[src/rtl/clock_pkg.sv]
// Shared types and constants for the 12-hour BCD clock set/tick controller.
package clock_pkg;

    typedef enum logic [2:0] {
        S_RUN,
        S_CAPTURE,
        S_EDIT_HH,
        S_EDIT_MM,
        S_COMMIT
    } state_t;

    typedef enum logic [1:0] {
        FIELD_NONE = 2'd0,
        FIELD_HH   = 2'd1,
        FIELD_MM   = 2'd2
    } field_t;

    localparam logic [7:0] BCD_00 = 8'h00;
    localparam logic [7:0] BCD_01 = 8'h01;
    localparam logic [7:0] BCD_11 = 8'h11;
    localparam logic [7:0] BCD_12 = 8'h12;
    localparam logic [7:0] BCD_59 = 8'h59;

    // Two-digit BCD +1 with carry from the units digit into the tens digit.
    function automatic logic [7:0] bcd_inc(input logic [7:0] v);
        return (v[3:0] == 4'd9) ? {v[7:4] + 4'd1, 4'd0} : {v[7:4], v[3:0] + 4'd1};
    endfunction

endpackage

[src/rtl/bcd_time_step.sv]
// Combinational one-step increment of the selected field of a 12-hour BCD time.
module bcd_time_step
    import clock_pkg::*;
(
    input  field_t      field,
    input  logic [7:0]  hh,
    input  logic [7:0]  mm,
    input  logic        pm,
    output logic [7:0]  next_hh,
    output logic [7:0]  next_mm,
    output logic        next_pm
);

    always_comb begin
        // NOTE: every output gets a default first so no path through the case infers a latch.
        next_hh = hh;
        next_mm = mm;
        next_pm = pm;
        case (field)
            FIELD_HH: begin
                if (hh == BCD_12) begin
                    next_hh = BCD_01;
                end else if (hh == BCD_11) begin
                    next_hh = BCD_12;
                    next_pm = ~pm;
                end else begin
                    next_hh = bcd_inc(hh);
                end
            end
            FIELD_MM: next_mm = (mm == BCD_59) ? BCD_00 : bcd_inc(mm);
            default: ;
        endcase
    end

endmodule

[src/rtl/clock_set_ctrl.sv]
// Time-set and tick controller: 1 s tick in RUN, button-driven hour/minute edit
// with auto-repeat and blinking, committed to the clock with a one-cycle load strobe.
module clock_set_ctrl
    import clock_pkg::*;
#(
    parameter int TICK_DIV     = 50000000,
    parameter int REPEAT_DELAY = 25000000,
    parameter int REPEAT_RATE  = 5000000,
    parameter int BLINK_DIV    = 12500000
) (
    input  logic        clk,
    input  logic        reset,
    input  logic        btn_mode,
    input  logic        btn_inc,
    input  logic [7:0]  cur_hh,
    input  logic [7:0]  cur_mm,
    input  logic        cur_pm,
    output logic        tick_ena,
    output logic        load,
    output logic [7:0]  load_hh,
    output logic [7:0]  load_mm,
    output logic        load_pm,
    output logic [1:0]  edit_field,
    output logic        blank_hh,
    output logic        blank_mm,
    output logic        busy
);

    localparam int TICK_W  = (TICK_DIV > 1) ? $clog2(TICK_DIV) : 1;
    localparam int REP_MAX = (REPEAT_DELAY > REPEAT_RATE) ? REPEAT_DELAY : REPEAT_RATE;
    localparam int REP_W   = $clog2(REP_MAX + 1);
    localparam int BLINK_W = (BLINK_DIV > 1) ? $clog2(BLINK_DIV) : 1;

    localparam logic [TICK_W-1:0]  TICK_LAST  = TICK_W'(TICK_DIV - 1);
    localparam logic [REP_W-1:0]   REP_DELAY  = REP_W'(REPEAT_DELAY);
    localparam logic [REP_W-1:0]   REP_RATE   = REP_W'(REPEAT_RATE);
    localparam logic [REP_W-1:0]   REP_ONE    = REP_W'(1);
    localparam logic [BLINK_W-1:0] BLINK_LAST = BLINK_W'(BLINK_DIV - 1);

    state_t               state;
    logic                 mode_prev;
    logic                 inc_prev;
    logic                 mode_rise;
    logic                 inc_rise;
    logic                 in_edit;
    logic                 repeat_due;
    logic                 do_step;
    logic [TICK_W-1:0]    presc;
    logic [REP_W-1:0]     rep_cnt;
    logic [BLINK_W-1:0]   blink_cnt;
    logic                 blink_phase;
    logic [7:0]           edit_hh;
    logic [7:0]           edit_mm;
    logic                 edit_pm;
    logic [7:0]           step_hh;
    logic [7:0]           step_mm;
    logic                 step_pm;
    field_t               step_field;

    assign mode_rise  = btn_mode & ~mode_prev;
    assign inc_rise   = btn_inc & ~inc_prev;
    assign in_edit    = (state == S_EDIT_HH) || (state == S_EDIT_MM);
    // The repeat step fires on the edge where the countdown would reach zero.
    assign repeat_due = btn_inc && (rep_cnt == REP_ONE);
    assign do_step    = in_edit && !mode_rise && (inc_rise || repeat_due);

    always_comb begin
        step_field = FIELD_HH;
        if (state == S_EDIT_MM) step_field = FIELD_MM;
    end

    bcd_time_step u_step (
        .field   (step_field),
        .hh      (edit_hh),
        .mm      (edit_mm),
        .pm      (edit_pm),
        .next_hh (step_hh),
        .next_mm (step_mm),
        .next_pm (step_pm)
    );

    always_ff @(posedge clk) begin
        // NOTE: sequential state uses non-blocking assignments so every register samples pre-edge values.
        if (reset) begin
            mode_prev <= 1'b0;
            inc_prev  <= 1'b0;
        end else begin
            mode_prev <= btn_mode;
            inc_prev  <= btn_inc;
        end
    end

    always_ff @(posedge clk) begin
        if (reset || state != S_RUN || presc == TICK_LAST) presc <= '0;
        else                                                presc <= presc + 1'b1;
    end

    assign tick_ena = (state == S_RUN) && (presc == TICK_LAST);

    always_ff @(posedge clk) begin
        if (reset || !in_edit || mode_rise || !btn_inc) rep_cnt <= '0;
        else if (inc_rise)                              rep_cnt <= REP_DELAY;
        else if (repeat_due)                            rep_cnt <= REP_RATE;
        else if (rep_cnt != '0)                         rep_cnt <= rep_cnt - 1'b1;
    end

    // Any step restarts the blink so the changed digits are visible immediately.
    always_ff @(posedge clk) begin
        if (reset || !in_edit || mode_rise || do_step) begin
            blink_cnt   <= '0;
            blink_phase <= 1'b0;
        end else if (blink_cnt == BLINK_LAST) begin
            blink_cnt   <= '0;
            blink_phase <= ~blink_phase;
        end else begin
            blink_cnt   <= blink_cnt + 1'b1;
        end
    end

    assign blank_hh = (state == S_EDIT_HH) && blink_phase;
    assign blank_mm = (state == S_EDIT_MM) && blink_phase;

    always_ff @(posedge clk) begin
        if (reset) begin
            edit_hh <= BCD_12;
            edit_mm <= BCD_00;
            edit_pm <= 1'b0;
        end else if (state == S_CAPTURE) begin
            edit_hh <= cur_hh;
            edit_mm <= cur_mm;
            edit_pm <= cur_pm;
        end else if (do_step) begin
            edit_hh <= step_hh;
            edit_mm <= step_mm;
            edit_pm <= step_pm;
        end
    end

    always_ff @(posedge clk) begin
        if (reset) begin
            state      <= S_RUN;
            load       <= 1'b0;
            load_hh    <= BCD_12;
            load_mm    <= BCD_00;
            load_pm    <= 1'b0;
            edit_field <= FIELD_NONE;
            busy       <= 1'b0;
        end else begin
            load <= 1'b0;
            unique case (state)
                S_RUN: begin
                    if (mode_rise) begin
                        state <= S_CAPTURE;
                        busy  <= 1'b1;
                    end
                end
                S_CAPTURE: begin
                    state      <= S_EDIT_HH;
                    edit_field <= FIELD_HH;
                end
                S_EDIT_HH: begin
                    if (mode_rise) begin
                        state      <= S_EDIT_MM;
                        edit_field <= FIELD_MM;
                    end
                end
                S_EDIT_MM: begin
                    if (mode_rise) begin
                        state      <= S_COMMIT;
                        edit_field <= FIELD_NONE;
                        load       <= 1'b1;
                        load_hh    <= edit_hh;
                        load_mm    <= edit_mm;
                        load_pm    <= edit_pm;
                    end
                end
                S_COMMIT: begin
                    state <= S_RUN;
                    busy  <= 1'b0;
                end
                default: begin
                    state      <= S_RUN;
                    edit_field <= FIELD_NONE;
                    busy       <= 1'b0;
                end
            endcase
        end
    end

endmodule

[config.mk]
export PLATFORM = sky130hd
export DESIGN_NAME = clock_set_ctrl
export DESIGN_NICKNAME = d
export VERILOG_FILES = /design/src/rtl/clock_pkg.sv /design/src/rtl/bcd_time_step.sv /design/src/rtl/clock_set_ctrl.sv
export SDC_FILE = /design/constraint.sdc
export NUM_CORES = 1
export LEC_CHECK = 0
export CAP_MARGIN = 5
export CELL_PAD_IN_SITES_DETAIL_PLACEMENT = 1
export CELL_PAD_IN_SITES_GLOBAL_PLACEMENT = 2
export CORE_UTILIZATION = 30
export CTS_CLUSTER_SIZE = 16
export DETAILED_ROUTE_END_ITERATION = 8
export GPL_ROUTABILITY_DRIVEN = 0
export PLACE_DENSITY_LB_ADDON = 0.15
export SLEW_MARGIN = 30
export SYNTH_ARGS = -nofsm -noshare
export SYNTH_HDL_FRONTEND = slang
export SYNTH_SLANG_ARGS = --single-unit
[constraint.sdc]
create_clock -name clk -period 2.55 [get_ports clk]
set_input_delay 0.6375 -clock clk [delete_from_list [all_inputs] [get_ports clk]]
set_output_delay 0.6375 -clock clk [all_outputs]
set_load 0.005 [all_outputs]
==> results of run 1 <==
[how the worst max path moves through the flow]
stage / cells past startpoint / to / slack [ns] / startpoint
detailed placement: 6 / edit_hh[4]$_SDFFE_PP1P_ / -0.08 / rep_cnt[20]$_SDFFE_PP0P_
global route: 8 / edit_mm[7]$_SDFFE_PP0P_ / 0.007 / rep_cnt[15]$_SDFFE_PP0P_
global placement: 6 / edit_hh[4]$_SDFFE_PP1P_ / 0.03 / rep_cnt[20]$_SDFFE_PP0P_
CTS: 8 / edit_mm[7]$_SDFFE_PP0P_ / 0.002 / rep_cnt[15]$_SDFFE_PP0P_
floorplan: 7 / edit_mm[1]$_SDFFE_PP0P_ / 0.04 / rep_cnt[20]$_SDFFE_PP0P_
finish: 8 / edit_mm[7]$_SDFFE_PP0P_ / 0.08 / rep_cnt[15]$_SDFFE_PP0P_
[stage by stage]
stage	setup WS, ns	cells
4_1_cts	0.00152	1025
2_1_floorplan	0.0356	689
6_report	0.0838	1026
3_5_place_dp	-0.0777	994
5_1_grt	0.00692	1026
3_3_place_gp	0.0272	994
[Yosys cell counts (all sizes together), types with 8 or more instances]
cell type  count
nand3         34
and4           9
clkbuf        19
o21ai         17
nor4          10
nor2b          8
xor2          30
dfxtp        119
nor2         108
nor3          28
a21oi         44
nand4         10
inv           18
nand2         84
and3          14
xnor2         38
ha            11
[flip-flops by register name, indices dropped and copies added (netlist names), 2 cells and up]
name	count
rep_cnt	25
load_hh	8
edit_hh	8
state	3
edit_mm	8
blink_cnt	24
presc	26
edit_field	2
load_mm	8
[worst max-delay path, cell delays in order (launching register included)]
cell and delay [ns]:
dfxtp_1 0.31, or4_4 0.54, or4_4 0.55, o31ai_4 0.28
buf_4 0.19, a31oi_2 0.10, buf_4 0.17, mux2i_1 0.14
nor2_1 0.05
[power by group]
part           internal (mW)  switching [mW]  total, mW
Clock                   1.51           0.803       2.32
Sequential              1.89          0.0331       1.92
Combinational          0.200           0.231      0.431
[timing repair]
item / 4_1_cts / 5_1_grt
endpoints found under the setup margin: 11 / 8
gates resized for setup: 18 / 11
setup buffers: 3 / 1
pin swaps: 8 / 4
hold endpoints to repair: 0 / 0
hold buffers: 0 / 0
[metal layers]
metal | share of wire | up-vias | track usage
met3 | 0.024 | 16 | 0.0418
met4 | 0.012 | 0 | 0.0602
li1 | - | 2581 | -
met5 | 0 | - | 0
met2 | 0.50 | 46 | 0.310
met1 | 0.46 | 2496 | 0.209
[area by class of cell]
cell class | count | area, µm² | area share
flip-flops and latches | 119 | 2390 | 0.324
well taps | 229 | 287 | 0.0388
clock buffers | 24 | 492 | 0.0666
clock inverters | 4 | 70.1 | 0.00949
repair buffers | 106 | 926 | 0.125
inverters | 18 | 67.6 | 0.00915
multi-input cells | 526 | 3150 | 0.426
[cell families after synthesis]
group | Yosys count | synth area share
compound gates | 98 | 0.110
xor+xnor | 68 | 0.106
fa+ha+maj | 11 | 0.0245
buf+inv | 44 | 0.0318
flops | 119 | 0.424
mux | 3 | 0.00534
simple gates | 346 | 0.299
==> results.md, run 1 <==
* Chip width at 139 µm
* Ratio of cells with drive above 1 in the final layout at 0.154
* Most common cell after layout, fill and taps aside: dfxtp_1
* Post-route cell area at 0.00739 mm²
* Synth unique cells at 51
* Post-synth top area share at 0.424
* Initial Util at 0.310
* Root Driver: clkbuf_16
* Drt first pass iters at 6
* Final clock skew at 0.00901 ns
* Row cnt at 49
* Final wirelength at 15900 µm
* RSZ-0062 raised after global routing: false
* DR vias/cell at 5.01
* Post-synth ARST share at 0
* Power Density at 632 mW/mm²
* Least-Margin Pin Slew at 0.606 ns
* Die height at 139 µm
* Hpwl dp at 11600 µm
* Crit-path max FO at 4
* Area leader, netlist: dfxtp_1
* Tot GR Track Use at 0.176
* Clock buffer depth at 2
* First DRT Iteration DRCs at 147
* Seq/Total Area, Yosys at 0.424
* Slack of the worst reg-to-reg path at 0.08 ns
* Final setup viols at 0
* Max cap viols at 0
* Largest net degree at the start of global routing at 31
* Endpoints failing hold at 0
* Avg Cell Area, Syn at 8.16 µm²
* IO buf count at 44
* Area grow syn2layout at 31.3%
* Max-slew headroom at 0.595
* Vias in the first global route at 5549
* Total power at 4.67 mW
* Mapped Area at 0.00562 mm²
* Hold path depth at 1
* # H-tree levels at 4
* Critical Setup Path Class: register to register
* Gate Count Post-Synth at 689
* CTS tree: done
* Worst hold path class: register to register
* DRC viols at 0
* CP endpoint kind: register
* Syn nets at 721
* Min Hold Slack at 0.430 ns
* Data arrival, critical path at 2.76 ns
* Area of the core at 0.0181 mm²
* Leak Pwr at 2.70 nW
* Hold Path End: presc[0]$_SDFF_PP0_
* Setup TNS at 0 ns
* Synth warnings at 0
* Startpoint Class: register
* WL/cell at 15.5 µm
* Max Freq at 405 MHz
* IO Count at 45
* Reg2reg path depth at 8
* Synth area leaders: dfxtp_1 (42%), nor2_1 (7.2%), xnor2_1 (5.9%)
* EDFF count, synth at 0
* Tcrit/Tclk final at 0.967
* Status: complete, no violations
* Final #Nets at 820
* RR Startpoint: rep_cnt[15]$_SDFFE_PP0P_
* Period minus WS final at 2.47 ns
* #FFs+latches synth at 119
* Slew Viols, Final at 0
* Die ar. at 0.0193 mm²
* Ant diodes at 0
* CTS Buf Count at 17
* Clock transition at path regs at 0.05 ns
* Worst-skew pair later-pin latency at 0.41 ns
* Worst r2r dst: edit_mm[7]$_SDFFE_PP0P_
* ANT nets after route at 0
* Fillers at 2145
* Top_reg_cell synth: dfxtp_1
* First-pass GRT wire length at 27200 µm
* WP data required at 2.84 ns
* Most frequent cells in the layout: dfxtp_1 (111), nor2_1 (108), nand2_1 (84), buf_4 (60), a21oi_1 (44)
* VDD IR max at 456 µV
* Clock sinks at 119
* Initial antenna violation count at 0
* Placed cell area at 0.00671 mm²
* Grt ovf at 0
* Via count at 5139
* Fin util at 0.407
* Hold Crit Start: presc[0]$_SDFF_PP0_
No activity file was read; power rests on OpenSTA's default activity.
==> inputs of run 2 (changes only) <==
Settings changed: CORE_UTILIZATION 30 to 32, PLACE_DENSITY_LB_ADDON 0.15 to 0.3.
==> results.md, run 2 (synthesized netlist as in run 1, its figures left out) <==
* Status: complete, no violations
* Max cap viols at 0 (unchanged)
* Max-slew headroom at 0.608 (+0.0130)
* Power Density at 667 mW/mm² (+5.4%)
* Via count at 5143 (+0.078%)
* Slack of the critical path at 0.0730 ns (-0.0107 ns)
* Placed cell area at 0.00668 mm² (-0.48%)
* Clock sinks at 119 (unchanged)
* Leak Pwr at 2.74 nW (+1.7%)
* Endpoints failing hold at 0 (unchanged)
* Drt first pass iters at 4 (-2)
* Cell repeated most along the worst path: or4_4
* ANT nets after route at 0 (unchanged)
* Hold path depth at 1 (unchanged)
* Critical Setup Path Class: register to register
* Reg2reg path depth at 6 (-2)
* WL/cell at 15.3 µm (-1.3%)
* Slack of the worst reg-to-reg path at 0.07 ns (about the same)
* Die height at 135 µm (-3.1%)
* Worst r2r dst: edit_mm[1]$_SDFFE_PP0P_
* Period minus WS final at 2.48 ns (+0.0107 ns)
* Worst-skew pair later-pin latency at 0.43 ns (+0.02 ns)
* Hold Crit Start: presc[0]$_SDFF_PP0_
* Final clock skew at 0.0117 ns (+0.00273 ns)
* Initial antenna violation count at 0 (unchanged)
* Initial Util at 0.326 (+0.0164)
* Clock buffer depth at 2 (unchanged)
* Tcrit/Tclk final at 0.971 (+0.00421)
* Crit-path max FO at 4 (unchanged)
* Grt ovf at 0 (unchanged)
* Ratio of cells with drive above 1 in the final layout at 0.161 (+0.00627)
* DR vias/cell at 5.03 (+0.47%)
* Area of the core at 0.0172 mm² (-5.0%)
* Tot GR Track Use at 0.184 (+0.00796)
* Row cnt at 48 (-2.0%)
* CTS tree: done
* # H-tree levels at 4 (unchanged)
* Max Freq at 404 MHz (-0.43%)
* Biggest registers after layout: presc x26, rep_cnt x25, blink_cnt x24
* Slew Viols, Final at 0 (unchanged)
* Min Hold Slack at 0.426 ns (-0.00384 ns)
* RSZ-0062 raised after global routing: false
* Slowest-stage cell, CP: or4_4
* Final #Nets at 817 (-0.37%)
* Ant diodes at 0 (unchanged)
* Root Driver: clkbuf_16
* First DRT Iteration DRCs at 215 (+46%)
* WP data required at 2.84 ns (about the same)
* Post-Place Setup Slack at -0.0317 ns (+0.0460 ns)
* First-pass GRT wire length at 26100 µm (-4.1%)
* Largest net degree at the start of global routing at 40 (+29%)
* Final wirelength at 15600 µm (-1.7%)
* IO Count at 45 (unchanged)
* Area grow syn2layout at 32.5%
* Most frequent cells in the layout: dfxtp_1 (111), nor2_1 (108), nand2_1 (83), buf_4 (56), a21oi_1 (44)
* Chip width at 135 µm (-3.1%)
* Max reg flops at 26 (unchanged)
* CTS Buf Count at 17 (unchanged)
* Final setup viols at 0 (unchanged)
* Hold Path End: presc[0]$_SDFF_PP0_
* Critical Path Max Stage Delay at 0.56 ns (about the same)
* Startpoint Class: register
* Worst hold path class: register to register
* RR Startpoint: rep_cnt[17]$_SDFFE_PP0P_
* Post-route cell area at 0.00745 mm² (+0.90%)
* Vias in the first global route at 5209 (-6.1%)
* WP buf/inv at 0 (-2)
* Hpwl dp at 11200 µm (-3.3%)
* Largest register by flop count: presc
* Least-Margin Pin Slew at 0.587 ns (-0.0194 ns)
* DRC viols at 0 (unchanged)
* Fillers at 2033 (-5.2%)
* Critical-path cell list: or4_4 -> or4_4 -> o31a_1 -> a211o_4 -> a211oi_2 -> a211oi_1
* Worst path top cell family by delay: simple AND/OR/NAND/NOR gates
* Most common cell after layout, fill and taps aside: dfxtp_1
* Clock transition at path regs at 0.05 ns (about the same)
* IO buf count at 44 (unchanged)
* CP endpoint kind: register
* Die ar. at 0.0181 mm² (-6.2%)
* Fin util at 0.432 (+0.0254)
* Data arrival, critical path at 2.77 ns (about the same)
* VDD IR max at 506 µV (+11%)
* Cell count along the critical path at 6 (-2)
## run 2: area by class of cell
class / count / area (µm²) / share of cell area
inverter: 18 / 67.6 / 0.00907
clock inverter: 8 / 143 / 0.0191
timing repair buffer: 103 / 892 / 0.120
sequential: 119 / 2390 / 0.321
clock buffer: 23 / 498 / 0.0668
tap: 225 / 282 / 0.0378
multi-input combinational: 526 / 3180 / 0.426
## run 2: power by group
| part | switching (mW) | internal (mW) |
|---|---|---|
| logic | 0.234 | 0.200 |
| clock network | 0.864 | 1.75 |
| registers | 0.0298 | 1.89 |
| total | 1.13 | 3.84 |
## run 2: worst max-delay path by stage
stage,end,slack [ns],startpoint
floorplan,edit_mm[1]$_SDFFE_PP0P_,0.04,rep_cnt[20]$_SDFFE_PP0P_
global placement,edit_hh[0]$_SDFFE_PP0P_,0.04,rep_cnt[20]$_SDFFE_PP0P_
detailed placement,edit_mm[5]$_SDFFE_PP0P_,-0.03,rep_cnt[20]$_SDFFE_PP0P_
CTS,tick_ena,-0.04,presc[11]$_SDFF_PP0_
global route,edit_hh[1]$_SDFFE_PP1P_,0.002,rep_cnt[17]$_SDFFE_PP0P_
finish,edit_mm[1]$_SDFFE_PP0P_,0.07,rep_cnt[17]$_SDFFE_PP0P_
## run 2: per-stage QoR
| step | total power [mW] | std cells | TNS, ns |
|---|---|---|---|
| finish | 4.97 | 1022 | 0 |
| global route | 5.16 | 1022 | 0 |
| CTS | 5.02 | 1020 | -0.0371 |
| detailed placement | 2.38 | 988 | -0.0317 |
| global placement | 2.37 | 988 | 0 |
| floorplan | 2.21 | 689 | 0 |
## run 2: what timing repair did
action / in CTS / in global routing
pin swaps: 2 / 9
setup buffers: 1 / 1
setup endpoints to repair: 3 / 16
gates resized for setup: 11 / 24
hold buffers: 0 / 0
cloned: 0 / 1
## run 2: worst register-to-register path: stages, from the launching register on
cell	delay [ns]
dfxtp_1	0.31
or4_4	0.53
or4_4	0.56
o31a_1	0.29
a211o_4	0.38
a211oi_2	0.20
a211oi_1	0.07
## run 2: per-layer routing
| layer | share of wire | GRT usage | vias up | routed length, µm |
|---|---|---|---|---|
| met5 | 0 | 0 | - | 0 |
| met4 | 0.017 | 0.0655 | 0 | 264 |
| met3 | 0.035 | 0.0499 | 19 | 545 |
| met2 | 0.49 | 0.313 | 61 | 7730 |
| met1 | 0.45 | 0.222 | 2477 | 7110 |
| li1 | - | - | 2586 | - |
